`src/rtl/regfile_bist_pkg.sv`:
```
// Shared state encoding, sizing constants and expected-value helper for the
// register-file built-in self-test.
package regfile_bist_pkg;

    localparam int NUM_REGS  = 32;
    localparam int REG_IDX_W = 5;
    localparam int DATA_W    = 32;

    typedef enum logic [2:0] {
        IDLE,
        WRITE,
        RD_ADDR,
        RD_CHECK,
        DONE
    } bist_state_t;

    // Per-register pattern: base XOR the index replicated into every byte.
    function automatic logic [DATA_W-1:0] bist_expected(
        input logic [DATA_W-1:0]    pattern,
        input logic [REG_IDX_W-1:0] idx,
        input logic                 zero_reg
    );
        if (zero_reg && (idx == '0)) begin
            return '0;
        end
        return pattern ^ {4{3'b000, idx}};
    endfunction

endpackage

```
`src/rtl/regfile_bist.sv`:
```
// Self-test initiator for the register file: writes a per-register pattern,
// reads every register back on both ports and reports pass/fail statistics.
module regfile_bist
    import regfile_bist_pkg::*;
#(
    parameter int NUM_REGS   = regfile_bist_pkg::NUM_REGS,
    parameter int DATA_WIDTH = regfile_bist_pkg::DATA_W,
    parameter bit ZERO_REG   = 1'b1
) (
    input  logic                  clock,
    input  logic                  ctrl_reset_n,
    input  logic                  start,
    input  logic [DATA_WIDTH-1:0] pattern,
    output logic                  ctrl_writeEn,
    output logic [REG_IDX_W-1:0]  ctrl_writeReg,
    output logic [DATA_WIDTH-1:0] data_writeReg,
    output logic [REG_IDX_W-1:0]  ctrl_readRegA,
    output logic [REG_IDX_W-1:0]  ctrl_readRegB,
    input  logic [DATA_WIDTH-1:0] data_readRegA,
    input  logic [DATA_WIDTH-1:0] data_readRegB,
    output logic                  busy,
    output logic                  done,
    output logic                  pass,
    output logic [6:0]            error_count,
    output logic [REG_IDX_W-1:0]  first_fail_reg
);

    localparam logic [REG_IDX_W-1:0] LAST_IDX = REG_IDX_W'(NUM_REGS - 1);

    bist_state_t           state, state_nx;
    logic [REG_IDX_W-1:0]  idx, idx_nx, idx_inc;
    logic [DATA_WIDTH-1:0] pat, pat_nx;
    logic [DATA_WIDTH-1:0] exp_a, exp_b;
    logic                  miss_a, miss_b;
    logic [6:0]            err_sum;

    logic                  we_nx, busy_nx, done_nx, pass_nx;
    logic [REG_IDX_W-1:0]  wreg_nx, ra_nx, rb_nx, ffr_nx;
    logic [DATA_WIDTH-1:0] wdata_nx;
    logic [6:0]            err_nx;

    always_comb begin
        state_nx = state;
        idx_nx   = idx;
        pat_nx   = pat;
        we_nx    = 1'b0;
        wreg_nx  = ctrl_writeReg;
        wdata_nx = data_writeReg;
        ra_nx    = ctrl_readRegA;
        rb_nx    = ctrl_readRegB;
        busy_nx  = busy;
        done_nx  = 1'b0;
        pass_nx  = pass;
        err_nx   = error_count;
        ffr_nx   = first_fail_reg;

        idx_inc = idx + 1'b1;
        exp_a   = bist_expected(pat, idx, ZERO_REG);
        exp_b   = bist_expected(pat, LAST_IDX - idx, ZERO_REG);
        miss_a  = (data_readRegA != exp_a);
        miss_b  = (data_readRegB != exp_b);
        err_sum = error_count + 7'(miss_a) + 7'(miss_b);

        unique case (state)
            IDLE: begin
                if (start) begin
                    state_nx = WRITE;
                    idx_nx   = '0;
                    pat_nx   = pattern;
                    err_nx   = '0;
                    ffr_nx   = '0;
                    pass_nx  = 1'b0;
                    busy_nx  = 1'b1;
                    we_nx    = 1'b1;
                    wreg_nx  = '0;
                    wdata_nx = bist_expected(pattern, '0, 1'b0);
                end
            end
            WRITE: begin
                if (idx == LAST_IDX) begin
                    state_nx = RD_ADDR;
                    idx_nx   = '0;
                    ra_nx    = '0;
                    rb_nx    = LAST_IDX;
                end else begin
                    idx_nx   = idx_inc;
                    we_nx    = 1'b1;
                    wreg_nx  = idx_inc;
                    wdata_nx = bist_expected(pat, idx_inc, 1'b0);
                end
            end
            RD_ADDR: begin
                state_nx = RD_CHECK;
            end
            RD_CHECK: begin
                err_nx = err_sum;
                // Only the first failing check records a register; counts only grow.
                if ((miss_a || miss_b) && (error_count == '0)) begin
                    ffr_nx = miss_a ? idx : (LAST_IDX - idx);
                end
                if (idx == LAST_IDX) begin
                    state_nx = DONE;
                    done_nx  = 1'b1;
                    busy_nx  = 1'b0;
                    pass_nx  = (err_sum == '0);
                end else begin
                    state_nx = RD_ADDR;
                    idx_nx   = idx_inc;
                    ra_nx    = idx_inc;
                    rb_nx    = LAST_IDX - idx_inc;
                end
            end
            DONE: begin
                state_nx = IDLE;
            end
            default: begin
                state_nx = IDLE;
            end
        endcase
    end

    always_ff @(posedge clock or negedge ctrl_reset_n) begin
        if (!ctrl_reset_n) begin
            state          <= IDLE;
            idx            <= '0;
            pat            <= '0;
            ctrl_writeEn   <= 1'b0;
            ctrl_writeReg  <= '0;
            data_writeReg  <= '0;
            ctrl_readRegA  <= '0;
            ctrl_readRegB  <= '0;
            busy           <= 1'b0;
            done           <= 1'b0;
            pass           <= 1'b0;
            error_count    <= '0;
            first_fail_reg <= '0;
        end else begin
            state          <= state_nx;
            idx            <= idx_nx;
            pat            <= pat_nx;
            ctrl_writeEn   <= we_nx;
            ctrl_writeReg  <= wreg_nx;
            data_writeReg  <= wdata_nx;
            ctrl_readRegA  <= ra_nx;
            ctrl_readRegB  <= rb_nx;
            busy           <= busy_nx;
            done           <= done_nx;
            pass           <= pass_nx;
            error_count    <= err_nx;
            first_fail_reg <= ffr_nx;
        end
    end

endmodule

```
`config.mk`:
```
export PLATFORM = sky130hd
export DESIGN_NAME = regfile_bist
export DESIGN_NICKNAME = d
export VERILOG_FILES = /design/src/rtl/regfile_bist_pkg.sv /design/src/rtl/regfile_bist.sv
export SDC_FILE = /design/constraint.sdc
export NUM_CORES = 1
export LEC_CHECK = 0
export CORE_AREA = 2 2 124 126
export CTS_BUF_LIST = sky130_fd_sc_hd__clkbuf_4 sky130_fd_sc_hd__clkbuf_8 sky130_fd_sc_hd__clkbuf_16
export DETAILED_ROUTE_END_ITERATION = 10
export DIE_AREA = 0 0 126 128
export MAX_ROUTING_LAYER = met4
export PLACE_DENSITY = 0.82
export SLEW_MARGIN = 20
export SYNTH_ARGS = -nofsm -noshare
export SYNTH_HDL_FRONTEND = slang
export SYNTH_SLANG_ARGS = --single-unit
```
`constraint.sdc`:
```
create_clock -name clock -period 4.1 [get_ports clock]
set_input_delay 1.025 -clock clock [delete_from_list [all_inputs] [get_ports clock]]
set_output_delay 1.025 -clock clock [all_outputs]
set_load 0.02 [all_outputs]
```
==> flow_summary.json, run 1 <==
{
  "setup_violations": 0,
  "final_cells": 1176,
  "cts_tree": "yes",
  "ys_types": 57,
  "synth.yosys.warnings": 0,
  "ctsHoldBuffers": 0,
  "initial_core_util_pct": 45.1,
  "rsz0062_at_grt": "yes",
  "drt_iter0_markers": 529,
  "arrival_ns": 4.26,
  "reg2reg_slack_ns": 0.17,
  "worstSetupPathType": "primary input to register",
  "wl_um": 20900,
  "gr-total-overflow": 0,
  "fin_crit_ns": 4.02,
  "cts-root-buf": "clkbuf_16",
  "run_status": "complete, no violations",
  "clockBufferDepth": 2,
  "fp.coreArea_um2": 14900,
  "grt_antenna_before_repair": 0,
  "final_nets": 1089,
  "io_pins": 162,
  "synth_top_area_share_pct": 38.4,
  "hold_ws_ns": 0.483,
  "seq_area_frac_synth_pct": 38.4,
  "vias": 6674,
  "synth_flop_cell": "dfrtp_1",
  "cp-end-kind": "register",
  "ys_ff_latch": 103,
  "route.detailed.vias_per_inst": 5.68,
  "synth.most_common_cell": "nand2_1",
  "tightest_slew_ns": 0.973,
  "fmax_mhz": 249,
  "die_area_um2": 16100,
  "synth_edf_count": 0,
  "synth_nets": 930,
  "drive_gt1_share_pct": 10.2,
  "wl_met3_um": 1570,
  "dr_wl_met2_um": 10100,
  "hp-start": "data_writeReg[13]",
  "cap_violations": 0,
  "htree_levels": 3,
  "cts_inserted_buffers": 9,
  "clk_latency_ns": 0.35,
  "drt-pass1-iter-count": 8,
  "syn_area_per_cell_um2": 8.13,
  "grt_pass1_wl_um": 32600,
  "area_growth_pct": 36.8,
  "antenna_cells": 0,
  "slew_viol_final": 0,
  "dp_hpwl_um": 15400,
  "gp_congestion": 0.977,
  "required_ns": 4.35,
  "reg_top3": "data_writeReg (32), pat (32), error_count (7)",
  "highest_layer": "met4",
  "ir_drop_v": 0.000395,
  "wl_met1_um": 8610,
  "async_flop_share_pct": 100,
  "rows": 45,
  "worst_slew_margin_rel_pct": 34.9,
  "synth_area_um2": 6710,
  "grt_max_degree": 65,
  "cts_sinks": 103,
  "portBuffers": 161,
  "crit_path_start": "data_readRegA[13]",
  "die_h_um": 128,
  "powerDensity_nw_per_um2": 776,
  "startpoint_type": "primary input",
  "syn_inst": 825,
  "yosys-top-cells-area": "dfrtp_1, nand2_1, xnor2_1, o21ai_0, nor2_1",
  "ant_nets": 0,
  "hold_viol": 0,
  "hold_path.class": "register to register",
  "grt_pass1_vias": 6230,
  "path_max_fanout": 4,
  "drc": 0,
  "die_w_um": 126,
  "cts.clk_slew.worst_paths_ns": 0.07,
  "reg2reg_from": "idx[1]",
  "dp_cells": 1158,
  "wl_per_cell_um": 17.8,
  "p_leak_nw": 3.95,
  "fin_skew_ns": 0.00683,
  "grt_usage_pct": 26.4,
  "timing.final.crit_share_pct": 97.9,
  "yosysTopAreaCell": "dfrtp_1",
  "ys_top_cells_by_count": "nand2_1, dfrtp_1, nor2_1"
}
critical path, stage by stage:
cell and delay [ns]:
clkdlybuf4s50_1 0.44, nor4bb_2 0.27, a31oi_1 0.09, o32ai_2 0.17, o2111ai_2 0.18, or4_4 0.56, nor3_4 0.23, fa_2 0.26
inv_1 0.05, ha_2 0.18, and3_4 0.19, nand3_4 0.09, xor2_2 0.17, nand2_1 0.09, o41ai_2 0.27
layout by cell type, fill, tap and decap left out, drive strengths merged, types with 14 or more instances in the layout:
cell,count
a21oi,31
a31oi,19
and3,14
buf,49
clkdlybuf4s50,155
dfrtp,103
mux2i,15
nand2,173
nand3,19
nor2,86
o21ai,68
o32ai,18
xnor2,57
xor2,18
stage by stage:
step | util (%) | power [mW] | instance area (um^2) | setup slack (ns) | setup TNS, ns
final | 61.7 | 7.12 | 9180 | 0.0841 | 0
after global routing | 61.7 | 7.64 | 9180 | -0.0561 | -0.0561
after CTS | 60.5 | 6.98 | 8990 | 0.0130 | 0
after detailed placement | 58.1 | 6.04 | 8630 | -0.502 | -0.890
after global placement | 58.1 | 5.93 | 8630 | -0.391 | -0.595
after floorplan | - | 4.60 | 6710 | 0.0238 | 0
final cells by class:
| cell class | count | area [um^2] |
|---|---|---|
| fill | 1240 | 5690 |
| multi-input combinational | 649 | 4020 |
| sequential | 103 | 2580 |
| timing repair buffer | 209 | 2000 |
| clock buffer | 12 | 260 |
| tap | 188 | 235 |
| inverter | 12 | 45.0 |
| clock inverter | 3 | 42.5 |
logic make-up (layout without fill, tap and decap cells):
logic type / after synthesis / in the layout / synth area share, %
AND/OR/NAND/NOR: 377 / 377 / 26.8
AO/OA/AOI/OAI: 174 / 174 / 16.1
flip-flops: 103 / 103 / 38.4
XOR/XNOR: 77 / 77 / 10.5
buffers and inverters: 73 / 236 / 4.72
multiplexers: 15 / 15 / 2.24
adder cells (fa/ha/maj): 6 / 6 / 1.23
per-layer routing:
layer  global-route usage (%)  vias up
met4                     7.89        0
met3                     6.18       35
met1                     33.1     3190
met5                        -        -
li1                         -     3174
met2                     43.0      275
what timing repair did:
action,4_1_cts,5_1_grt
pin swaps,6,8
gates resized for setup,11,27
setup endpoints to repair,1,3
buffers inserted,0,2
worst paths after layout:
path,cells past startpoint,to
max,15,pass
min,2,data_writeReg[13]
max reg2reg,16,pass
min reg2reg,2,data_writeReg[13]
max in group asynchronous,2,pat[29]
min in group asynchronous,1,ctrl_readRegB[1]
where the power goes:
part           switching (mW)  leakage (nW)  internal (mW)
logic                    2.32          2.51           1.93
registers               0.530          1.29           1.45
clock network           0.370         0.148          0.509
total                    3.22          3.95           3.89
Power figures use the tool's default switching activity.
==> run 2, diff against run 1 <==
--- a/config.mk
+++ b/config.mk
@@ -5,12 +5,13 @@
 export SDC_FILE = /design/constraint.sdc
 export NUM_CORES = 1
 export LEC_CHECK = 0
-export CORE_AREA = 2 2 124 126
+export CORE_AREA = 2 2 118 120
 export CTS_BUF_LIST = sky130_fd_sc_hd__clkbuf_4 sky130_fd_sc_hd__clkbuf_8 sky130_fd_sc_hd__clkbuf_16
 export DETAILED_ROUTE_END_ITERATION = 10
-export DIE_AREA = 0 0 126 128
+export DIE_AREA = 0 0 120 122
 export MAX_ROUTING_LAYER = met4
-export PLACE_DENSITY = 0.82
+export PLACE_DENSITY = 0.86
+export RECOVER_POWER = 50
 export SLEW_MARGIN = 20
 export SYNTH_ARGS = -nofsm -noshare
 export SYNTH_HDL_FRONTEND = slang
==> constraint.sdc (replaced) <==
create_clock -name clock -period 3.95 [get_ports clock]
set_input_delay 0.9875 -clock clock [delete_from_list [all_inputs] [get_ports clock]]
set_output_delay 0.9875 -clock clock [all_outputs]
set_load 0.02 [all_outputs]
==> flow_summary.json, run 2 (synthesized netlist as in run 1, its figures left out) <==
{
  "fmax_mhz": 258,
  "combPwrFrac_pct": 60.6,
  "cap_violations": 0,
  "tightest_slew_ns": 1.44,
  "fin_skew_ns": 0.0156,
  "grt_max_degree": 65,
  "initial_core_util_pct": 49.7,
  "gr-total-overflow": 0,
  "clockBufferDepth": 2,
  "run_status": "complete, no violations",
  "final_cells": 1174,
  "die_w_um": 120,
  "wl_per_cell_um": 18.3,
  "cts_sinks": 103,
  "drt-pass1-iter-count": 5,
  "arrival_ns": 4.14,
  "portBuffers": 161,
  "dpl_cell_area_um2": 8690,
  "path_max_fanout": 4,
  "wl_um": 21500,
  "cp_top_family": "simple AND/OR/NAND/NOR gates",
  "cts.clk_slew.worst_paths_ns": 0.08,
  "grt_antenna_before_repair": 0,
  "die_h_um": 122,
  "final_cell_mix": "nand2_1, clkdlybuf4s50_1, dfrtp_1",
  "ir_drop_v": 0.000566,
  "grt_pass1_wl_um": 33200,
  "pwr-share-clk_pct": 12.0,
  "drc": 0,
  "worstSetupPathType": "primary input to register",
  "power.share.sequential_pct": 27.4,
  "dp_hpwl_um": 15300,
  "crit_chain": "clkdlybuf4s50_1 -> xnor2_1 -> nor4b_1 -> o32ai_2 -> or4_4 -> nor3_4 -> fa_2 -> inv_2 -> ha_4 -> and3_4 -> nand3_2 -> xor2_2 -> nand2_1 -> o41ai_2",
  "hold_viol": 0,
  "slowest_stage": "or4_4",
  "cp-end-kind": "register",
  "internal-power_mw": 3.97,
  "startpoint_type": "primary input",
  "antenna_cells": 0,
  "cts_tree": "yes",
  "route.detailed.vias_per_inst": 5.76,
  "pre_cts_ws_ns": -0.573,
  "setup_violations": 0,
  "p_leak_nw": 4.00,
  "io_pins": 162,
  "gp_congestion": 0.893,
  "reg_top3": "data_writeReg (32), pat (32), error_count (7)",
  "die_area_um2": 14600,
  "cts_inserted_buffers": 9,
  "fin_ws_ns": 0.0687,
  "slew_viol_final": 0,
  "fp.coreArea_um2": 13500,
  "htree_levels": 3,
  "required_ns": 4.21,
  "netSwitchingFraction_pct": 46.9,
  "final_nets": 1094,
  "timing.final.crit_share_pct": 98.3,
  "grt_pass1_vias": 6443,
  "drt_iter0_markers": 573,
  "dp_cells": 1151,
  "powerDensity_nw_per_um2": 810,
  "vias": 6765,
  "fin_tns_setup_ns": 0,
  "clk_latency_ns": 0.37,
  "rsz0062_at_grt": "yes",
  "cts-root-buf": "clkbuf_16",
  "worst-path-buf-inv": 2,
  "ant_nets": 0,
  "p_switching_mw": 3.51,
  "worst_slew_margin_rel_pct": 3.72,
  "area_growth_pct": 37.8,
  "fin_area_um2": 9240,
  "final_common_cell": "nand2_1",
  "rows": 43,
  "hold_path.class": "register to register",
  "max_stage_delay_ns": 0.51,
  "drive_gt1_share_pct": 11.4,
  "fin_crit_ns": 3.88,
  "grt_usage_pct": 30.1
}
-- run 2: changes by cell type in the layout (fill, tap and decap cells not counted), moves of 3 or more --
| cell | previous run | this run |
|---|---|---|
| buf_6 | 0 | 3 |
| clkdlybuf4s50_1 | 155 | 129 |
| dlygate4sd3_1 | 0 | 22 |
| dlygate4sd2_1 | 1 | 6 |
-- run 2: path summary, 6_finish.rpt --
path                       depth (start not counted)               from                end  slack, ns
max in group asynchronous                          2       ctrl_reset_n     error_count[5]       1.94
hold / removal                                     2  data_writeReg[18]  data_writeReg[18]       0.48
setup / recovery                                  14   data_readRegA[1]               pass       0.07
hold reg to reg                                    2  data_writeReg[18]  data_writeReg[18]       0.48
setup reg to reg                                  16             idx[1]               pass       0.09
min in group asynchronous                          1       ctrl_reset_n  data_writeReg[31]       0.97
-- run 2: worst register-to-register path: cells and delay by family, from the launching register on --
kind / cells / cell delay, ns
and+or+nand+nor: 6 / 1.59
DFF: 1 / 0.45
AOI/OAI and AO/OA: 4 / 0.85
buffers and inverters: 2 / 0.13
xor gates and xnor gates: 1 / 0.17
adders and majority gates: 3 / 0.58
-- run 2: final cells by class --
class | instances | area, um^2
fillers | 1043 | 4260
multi-input cells | 649 | 4040
clock buffers | 9 | 225
flip-flops and latches | 103 | 2580
clock inverters | 7 | 77.6
repair buffers | 214 | 2040
well taps | 180 | 225
inverters | 12 | 47.5
-- run 2: metrics by stage --
step                      power (mW)  utilization, %  hold slack, ns
after floorplan                 4.80               -           0.465
after global placement          6.21            64.3           0.460
after detailed placement        6.33            64.3           0.467
after CTS                       7.35            67.2           0.488
after global routing            8.00            68.4           0.501
final                           7.48            68.4           0.483
-- run 2: power by group through the flow --
stage	Combinational (mW)	Sequential, mW	Clock [mW]
detailed placement	4.29	2.04	0
finish	4.54	2.05	0.896
global route	4.95	2.10	0.955
CTS	4.41	2.03	0.912
global placement	4.19	2.02	0
floorplan	2.73	2.07	0
-- run 2: what timing repair did --
item                                    4_1_cts  5_1_grt
resized for setup                            19       23
setup buffers                                 0        6
pin swaps                                    12       13
endpoints found under the setup margin        1        4
hold buffers                                  0        0
-- run 2: metal layers --
metal / GRT usage (%) / share of wire, %
met5: - / 0
met4: 10.4 / 3.5
met3: 7.26 / 7.4
met2: 50.2 / 49
met1: 35.9 / 40
